==> src/rtl/pulse_to_level_pkg.sv <==
// Shared state encoding and default configuration for the pulse-to-level converter.
package pulse_to_level_pkg;

  // Episode state: waiting, holding the level, or the single abort cycle.
  typedef enum logic [1:0] {
    P2L_IDLE  = 2'd0,
    P2L_HIGH  = 2'd1,
    P2L_ABORT = 2'd2
  } p2l_state_e;

  localparam int P2L_DEF_WIDTH    = 8;
  localparam int P2L_DEF_MIN_HIGH = 1;
  localparam int P2L_DEF_TIMEOUT  = 200;

endpackage

==> src/rtl/pulse_to_level_sat_counter.sv <==
// Saturating up-counter with synchronous load, used to measure how long the
// level has been held.
module sat_counter #(
  parameter int WIDTH = 8
) (
  input  logic             clk,
  input  logic             reset,
  input  logic             load_i,
  input  logic [WIDTH-1:0] load_val_i,
  input  logic             inc_i,
  output logic [WIDTH-1:0] cnt_o
);

  localparam logic [WIDTH-1:0] CNT_ONE = WIDTH'(1);
  localparam logic [WIDTH-1:0] CNT_MAX = '1;

  logic [WIDTH-1:0] cnt_q;
  logic [WIDTH-1:0] cnt_d;

  // Load has priority over increment; increment stops at all-ones.
  always_comb begin
    cnt_d = cnt_q;
    if (load_i) begin
      cnt_d = load_val_i;
    end else if (inc_i && (cnt_q != CNT_MAX)) begin
      cnt_d = cnt_q + CNT_ONE;
    end
  end

  // Counter register with synchronous reset.
  always_ff @(posedge clk) begin
    if (reset) begin
      cnt_q <= '0;
    end else begin
      cnt_q <= cnt_d;
    end
  end

  assign cnt_o = cnt_q;

endmodule

==> src/rtl/pulse_to_level.sv <==
// Turns a one-cycle start strobe into a held enable level that drops on a
// one-cycle done strobe, with a minimum high time, a timeout abort and a
// measured-length report.
//
// Strobe semantics: start and done are single-cycle pulses sampled on every
// rising edge with no back-pressure; start is accepted only in IDLE (otherwise
// it only raises overrun), done only in HIGH. len_valid is a one-cycle strobe
// and len_out is meaningful in that cycle and holds until the next strobe.
module pulse_to_level
  import pulse_to_level_pkg::*;
#(
  parameter int WIDTH    = P2L_DEF_WIDTH,
  parameter int MIN_HIGH = P2L_DEF_MIN_HIGH,
  parameter int TIMEOUT  = P2L_DEF_TIMEOUT
) (
  input  logic             clk,
  input  logic             reset,
  input  logic             start,
  input  logic             done,
  output logic             out,
  output logic             busy,
  output logic [WIDTH-1:0] len_out,
  output logic             len_valid,
  output logic             timeout_err,
  output logic             overrun,
  output p2l_state_e       state_dbg
);

  localparam logic [WIDTH-1:0] MIN_C = WIDTH'(MIN_HIGH);
  localparam logic [WIDTH-1:0] TO_C  = WIDTH'(TIMEOUT);
  localparam logic [WIDTH-1:0] ONE_C = WIDTH'(1);

  p2l_state_e       state_q, state_d;
  logic             out_q, out_d;
  logic [WIDTH-1:0] len_out_q, len_out_d;
  logic             len_valid_q, len_valid_d;
  logic             terr_q, terr_d;
  logic             ovr_q, ovr_d;
  logic             done_pend_q, done_pend_d;

  logic             cnt_load;
  logic             cnt_inc;
  logic [WIDTH-1:0] cnt;
  logic             finish;

  // cnt equals the number of cycles out has been high, including this one.
  sat_counter #(
    .WIDTH (WIDTH)
  ) u_cnt (
    .clk        (clk),
    .reset      (reset),
    .load_i     (cnt_load),
    .load_val_i (ONE_C),
    .inc_i      (cnt_inc),
    .cnt_o      (cnt)
  );

  // A completion (now or remembered) ends the episode once the minimum is met.
  // A remembered one was taken below MIN_HIGH, so it matures exactly there.
  assign finish = (done && (cnt >= MIN_C)) || (done_pend_q && (cnt == MIN_C));

  // Next-state and next-output logic for the episode FSM.
  always_comb begin
    state_d     = state_q;
    out_d       = out_q;
    len_out_d   = len_out_q;
    len_valid_d = 1'b0;
    terr_d      = terr_q;
    ovr_d       = ovr_q;
    done_pend_d = done_pend_q;
    cnt_load    = 1'b0;
    cnt_inc     = 1'b0;
    case (state_q)
      P2L_IDLE: begin
        if (start) begin
          state_d     = P2L_HIGH;
          out_d       = 1'b1;
          cnt_load    = 1'b1;
          terr_d      = 1'b0;
          ovr_d       = 1'b0;
          done_pend_d = 1'b0;
        end
      end
      P2L_HIGH: begin
        cnt_inc = 1'b1;
        if (start) begin
          ovr_d = 1'b1;
        end
        if (finish) begin
          state_d     = P2L_IDLE;
          out_d       = 1'b0;
          len_out_d   = cnt;
          len_valid_d = 1'b1;
          done_pend_d = 1'b0;
        end else if (done) begin
          // Early completion: hold the level until MIN_HIGH is reached.
          done_pend_d = 1'b1;
        end else if (!done_pend_q && (cnt == TO_C)) begin
          state_d     = P2L_ABORT;
          out_d       = 1'b0;
          terr_d      = 1'b1;
          len_out_d   = TO_C;
          len_valid_d = 1'b1;
        end
      end
      P2L_ABORT: begin
        state_d = P2L_IDLE;
        if (start) begin
          ovr_d = 1'b1;
        end
      end
      default: begin
        state_d = P2L_IDLE;
        out_d   = 1'b0;
      end
    endcase
  end

  // State and output registers; reset drops the level without a length report.
  always_ff @(posedge clk) begin
    if (reset) begin
      state_q     <= P2L_IDLE;
      out_q       <= 1'b0;
      len_out_q   <= '0;
      len_valid_q <= 1'b0;
      terr_q      <= 1'b0;
      ovr_q       <= 1'b0;
      done_pend_q <= 1'b0;
    end else begin
      state_q     <= state_d;
      out_q       <= out_d;
      len_out_q   <= len_out_d;
      len_valid_q <= len_valid_d;
      terr_q      <= terr_d;
      ovr_q       <= ovr_d;
      done_pend_q <= done_pend_d;
    end
  end

  assign out         = out_q;
  assign busy        = (state_q != P2L_IDLE);
  assign len_out     = len_out_q;
  assign len_valid   = len_valid_q;
  assign timeout_err = terr_q;
  assign overrun     = ovr_q;
  assign state_dbg   = state_q;

endmodule
==> config.mk <==
export PLATFORM = sky130hd
export DESIGN_NAME = pulse_to_level
export DESIGN_NICKNAME = d
export VERILOG_FILES = /design/src/rtl/pulse_to_level_pkg.sv /design/src/rtl/pulse_to_level_sat_counter.sv /design/src/rtl/pulse_to_level.sv
export SDC_FILE = /design/constraint.sdc
export NUM_CORES = 1
export LEC_CHECK = 0
export ABC_AREA = 1
export CORE_UTILIZATION = 30
export CTS_BUF_LIST = sky130_fd_sc_hd__clkbuf_4 sky130_fd_sc_hd__clkbuf_8
export DETAILED_ROUTE_END_ITERATION = 7
export GPL_ROUTABILITY_DRIVEN = 0
export SYNTH_ARGS = -nofsm -noshare
export SYNTH_HDL_FRONTEND = slang
export SYNTH_HIERARCHICAL = 1
export SYNTH_SLANG_ARGS = --single-unit
==> constraint.sdc <==
create_clock -name clk -period 2.45 [get_ports clk]
set_input_delay 0.49 -clock clk [delete_from_list [all_inputs] [get_ports clk]]
set_output_delay 0.49 -clock clk [all_outputs]
set_load 0.02 [all_outputs]
* Word-level counts from Yosys, hierarchy flattened
Index checks and enable logic that the tools add are counted.
** Word-level totals
- Logic and storage cells :: 78
- Register bits :: 23
- Output and inout bits :: 15
- Input bits :: 4
** Operators by class
- Bitwise gates (word level) :: 2
- Equality and inequality tests :: 14
- Order comparisons :: 1
- Muxes and demuxes :: 30
- Add/sub/neg operators :: 1
- Reduce and logical (&&, ||, !) cells :: 21
** Operators with widths (count)
- two-way mux 8 bit :: 3
- two-way mux 1 bit :: 18
- AND reduction 3 bit :: 4
- nonzero test 2 bit :: 5
- != test 3 bit (second input constant) :: 3
- adder 8 x 1 -> 8 bit (second input constant) :: 1
- equality test 8 x 1 -> 1 bit (second input constant) :: 1
- equality test 8 bit (second input constant) :: 1
- >= comparator 8 x 1 -> 1 bit (second input constant) :: 1
- two-way mux 2 bit :: 4
- != test 2 bit (second input constant) :: 4
- != test 8 bit (second input constant) :: 1
- case mux 1 bit (2 select lines) :: 3
- OR reduction 2 bit :: 3
- AND reduction 5 bit :: 1
- logical AND 1 bit :: 4
- != test 2 x 1 -> 1 bit (second input constant) :: 2
- case mux 2 bit (2 select lines) :: 1
- AND reduction 4 bit :: 1
- case mux 1 bit (3 select lines) :: 1
- equality test 2 x 1 -> 1 bit (second input constant) :: 1
- equality test 2 bit (second input constant) :: 1
- logical NOT 2 bit :: 1
- inverter 1 bit :: 2
- other kinds (2) :: 2

* Longest topological paths before layout
- Depth in word-level cells :: 6
- Mapped depth :: 11

* Hierarchy
Netlist, hierarchy kept.
** Modules (own cells, without submodules)
- pulse_to_level :: instances 1, area each 787.0 um^2, seq. area each 300.3 um^2, cells an instance 122
- sat_counter :: instances 1, area each 544.3 um^2, seq. area each 160.2 um^2, cells an instance 92

* Worst setup path before layout
OpenSTA, ideal clock, no wires.
- Kind :: register to register
- Start :: reg state_q[0] (netlist: state_dbg[0])
- End :: reg u_cnt.cnt_q[1] (netlist: u_cnt/cnt_o[1])
- Data arrival time :: 1521 ps
- Buffers on the path :: 2
- Path slack :: 808 ps
- Stages on the path, launching flop included :: 11
- Required time :: 2330 ps
- Setup time :: 120 ps
- Cells stage by stage :: dfxtp_1 > inv_1 > ha_1 > nand2_1 > inv_1 > buf_2 > inv_1 > buf_2 > nand2_1 > nor2_1 > nor3_1
** Between the ends
- Word-level cells in the longest chain between the ends :: 3
** Ends and longest elaborated chain
- from (decl) :: line pulse_to_level.sv:33 : p2l_state_e state_q, state_d;
- from (signal assigned) :: line pulse_to_level.sv:130 : state_q <= state_d;
- logical NOT 2 bit :: line pulse_to_level.sv:73 : case (state_q)
- two-way mux 1 bit :: line pulse_to_level.sv:73
- net cnt_load :: line pulse_to_level.sv:41 : logic cnt_load;
- OR reduction 2 bit (no line)
- to (signal assigned) :: line pulse_to_level_sat_counter.sv:35 : cnt_q <= cnt_d;
- to (decl) :: line pulse_to_level_sat_counter.sv:17 : logic [WIDTH-1:0] cnt_q;
The timed path passes the listed nets, and every way through them passes these cells.
A chain may end at the register's enable or synchronous reset.

* Worst setup path in the final report
- Start :: reg state_q[0] (netlist: state_dbg[0])
- End :: out busy
** Between the ends
- Word-level cells in the longest chain between the ends :: 1
** Ends and longest elaborated chain
- nonzero test 2 bit :: line pulse_to_level.sv:141 : assign busy = (state_q != P2L_IDLE);
- to (decl) :: line pulse_to_level.sv:21 : output logic busy,
No other way between the ends.

==> flow_summary_export.csv <==
group,metric,value,unit
worst_setup_path,start_kind,"flip-flop",
routing,drc,0,
routing,vias,1323,
power_and_ir_drop,p_switching,0.504,mW
routing,firstDrtPassIters,4,
timing,min_period,2210,ps
global_routing,grt.overflow.total,0,
timing,layout_setup_ws,242,ps
worst_setup_path,crit_fanout,4,
timing,finalMaxSlewViolations,0,
global_routing,grt.met3_usage,3.45,%
synth,ys_seq_elements,23,
power_and_ir_drop,comb_power_share,40.0,%
worst_setup_path,critPathKind,"flip-flop to primary output",
power_and_ir_drop,switching_share,40.8,%
die,rows,23,
die,core-area,4120,µm²
synth,synth.largest_area_cell,"dfxtp_1",
die,die-height,68.6,µm
die,die_w,68.6,µm
synth,syn_inst,214,
global_routing,top_usage_layer,"met2",
timing,setup_violations,0,
synth,ys_top_cells_by_area,"dfxtp_1 35%, nand2_1 19%, nand3_1 7.1%",
timing,post-route-period-util,90.1,%
global_routing,grt.met2_usage,23.2,%
placement,port_buffers,18,
routing,ant_nets,0,
final_layout,drive_above_1_share,5.88,%
die,start_util,32.4,%
timing,rsz0062_at_grt,"no",
routing,first_iter_violations,50,
final_layout,diodes,0,
hold_path,hp-class,"flip-flop to flip-flop",
final_layout,multiInputGateArea,762,µm²
timing,clock_skew,4.08,ps
die,num_io_pins,19,
synth,ys_seq_area_share,34.6,%
job,max-cap-violations,0,
worst_setup_path,cp.required,1960,ps
clock_tree,cts_resized,0,
power_and_ir_drop,cell_internal_pwr,0.731,mW
final_layout,fin_area,1620,µm²
timing,hold_violations,0,
final_layout,area_growth,21.7,%
routing,viasPerCell,4.59,
synth,yosysWarnings,6,
synth,syn_avg_cell_area,6.22,µm²
final_layout,final_cells,288,
synth,synth_area,1330,µm²
power_and_ir_drop,p_leak,0.714,nW
synth,yosysTopAreaCellShare,34.6,%
power_and_ir_drop,power_frac_clock,19.3,%
clock_tree,cts_hold_buf,0,
worst_setup_path,critPathCaptureType,"primary output",
clock_tree,h-tree-depth,1,
clock_tree,insertion_delay,270,ps
power_and_ir_drop,p_per_area,762,nW/µm²
clock_tree,clk_pin_slew,80,ps
clock_tree,cts_buffer_depth,2,
clock_tree,clock_sink_count,23,
die,dieArea,4710,µm²
routing,wl_per_cell,10.7,µm
outcome,outcome,"finished clean",
global_routing,grt_start_max_net_pins,14,
global_routing,grt_pass1_vias,1145,
global_routing,use_met1,19.7,%
final_layout,fillerInstances,466,
global_routing,track_usage,14.8,%
final_layout,fin_nets,247,
placement,dp_hpwl,2370,µm
power_and_ir_drop,power_frac_seq,40.7,%
routing,routed_wl,3070,µm
placement,dp.cells,284,
clock_tree,cts_setup_buffers,0,
final_layout,seqCellArea,460,µm²
placement,pre_cts_slack,443,ps
timing,fin_setup_tns,0,ps
global_routing,antenna_found_initial,0,
power_and_ir_drop,vdd.ir_drop.worst,0.000290,V
synth,synthDistinctLibCells,23,
global_routing,grt_first_pass_wirelength,5090,µm
clock_tree,cts_root_buf,"clkbuf_8",
clock_tree,cts_buffers,3,
worst_setup_path,worstPathArrival,1720,ps
placement,dpl-instance-area,1570,µm²
clock_tree,tritoncts,"done",
timing,fmax,0.453,GHz
through the flow:
step	util, %	hold WS [ps]	power (mW)
3_5_place_dp	38.2	455	1.01
5_1_grt	39.4	498	1.35
3_3_place_gp	38.2	453	1.01
6_report	39.4	467	1.24
2_1_floorplan	-	509	0.867
4_1_cts	39.4	468	1.25
logic make-up (layout without fill, tap and decap cells):
kind of cell | count (synthesis) | after routing | share of synthesized area, %
other cells | 2 | 8 | 0.564
compound gates | 29 | 29 | 11.4
flops | 23 | 23 | 34.6
buf+inv | 32 | 50 | 9.87
simple gates | 123 | 123 | 39.2
xor+xnor | 1 | 1 | 0.658
fa+ha+maj | 4 | 4 | 3.76
worst paths after layout:
path / end / slack, ps / cells past startpoint / from
worst max register to register: u_cnt/cnt_o[2] / 710 / 8 / state_dbg[0]
worst max-delay path: busy / 240 / 4 / state_dbg[0]
worst min register to register: len_out[1] / 470 / 2 / len_out[1]
worst min-delay path: len_out[1] / 470 / 2 / len_out[1]
power groups by stage:
| stage | logic (mW) | registers [mW] | clock network [mW] |
|---|---|---|---|
| after floorplan | 0.339 | 0.528 | 0 |
| after global placement | 0.492 | 0.514 | 0 |
| after CTS | 0.495 | 0.504 | 0.251 |
| final | 0.494 | 0.503 | 0.238 |
| after global routing | 0.569 | 0.514 | 0.264 |
| after detailed placement | 0.493 | 0.512 | 0 |
synthesized netlist by cell type:
cell	count
nand2_2	2
and2_1	1
o21ai_2	1
conb_1	2
o21a_1	1
a21oi_1	18
nor3_1	3
o21ai_0	9
nand2_1	66
nor2_4	1
nand3b_1	2
ha_1	4
nor2_2	2
clkbuf_1	1
inv_2	3
xor2_1	1
nor2_1	25
dfxtp_1	23
nand4_1	2
buf_2	3
inv_1	24
nand3_1	19
buf_6	1
cells in the final DEF (no fill, tap or decap), types with 2 or more instances in the layout:
cell / instances
clkbuf_8: 3
o21ai_0: 9
inv_2: 3
nand4_1: 2
dfxtp_1: 23
nand2_2: 2
clkdlybuf4s50_1: 18
nand2_1: 66
nor3_1: 3
nor2_2: 2
nor2_1: 25
nand3b_1: 2
a21oi_1: 18
ha_1: 4
conb_1: 8
nand3_1: 19
inv_1: 24
registers in the layout (all words and copies together), names as in the netlist:
signal       flops
done_pend_q      1
len_out          8
state_dbg        2
u_cnt/cnt_o      8
out              1
timeout_err      1
overrun          1
len_valid        1
critical path: stages (launching register included):
cell and delay, ps:
dfxtp_1 390, inv_1 90, ha_1 230, inv_1 120, clkdlybuf4s50_1 620
final cells by class:
class                   instances  area share [%]
clock buffers                   3            2.55
clock inverters                 1           0.309
inverters                      27            6.25
multi-input cells             165            47.0
flip-flops and latches         23            28.4
well taps                      50            3.86
repair buffers                 19            11.6
layer usage:
metal | share of wire (%) | vias to the layer above
li1 | - | 714
met3 | 3.2 | 5
met4 | 1.5 | 0
met2 | 43 | 22
met1 | 52 | 582
met5 | 0 | -
No activity file was read; power rests on OpenSTA's default activity.
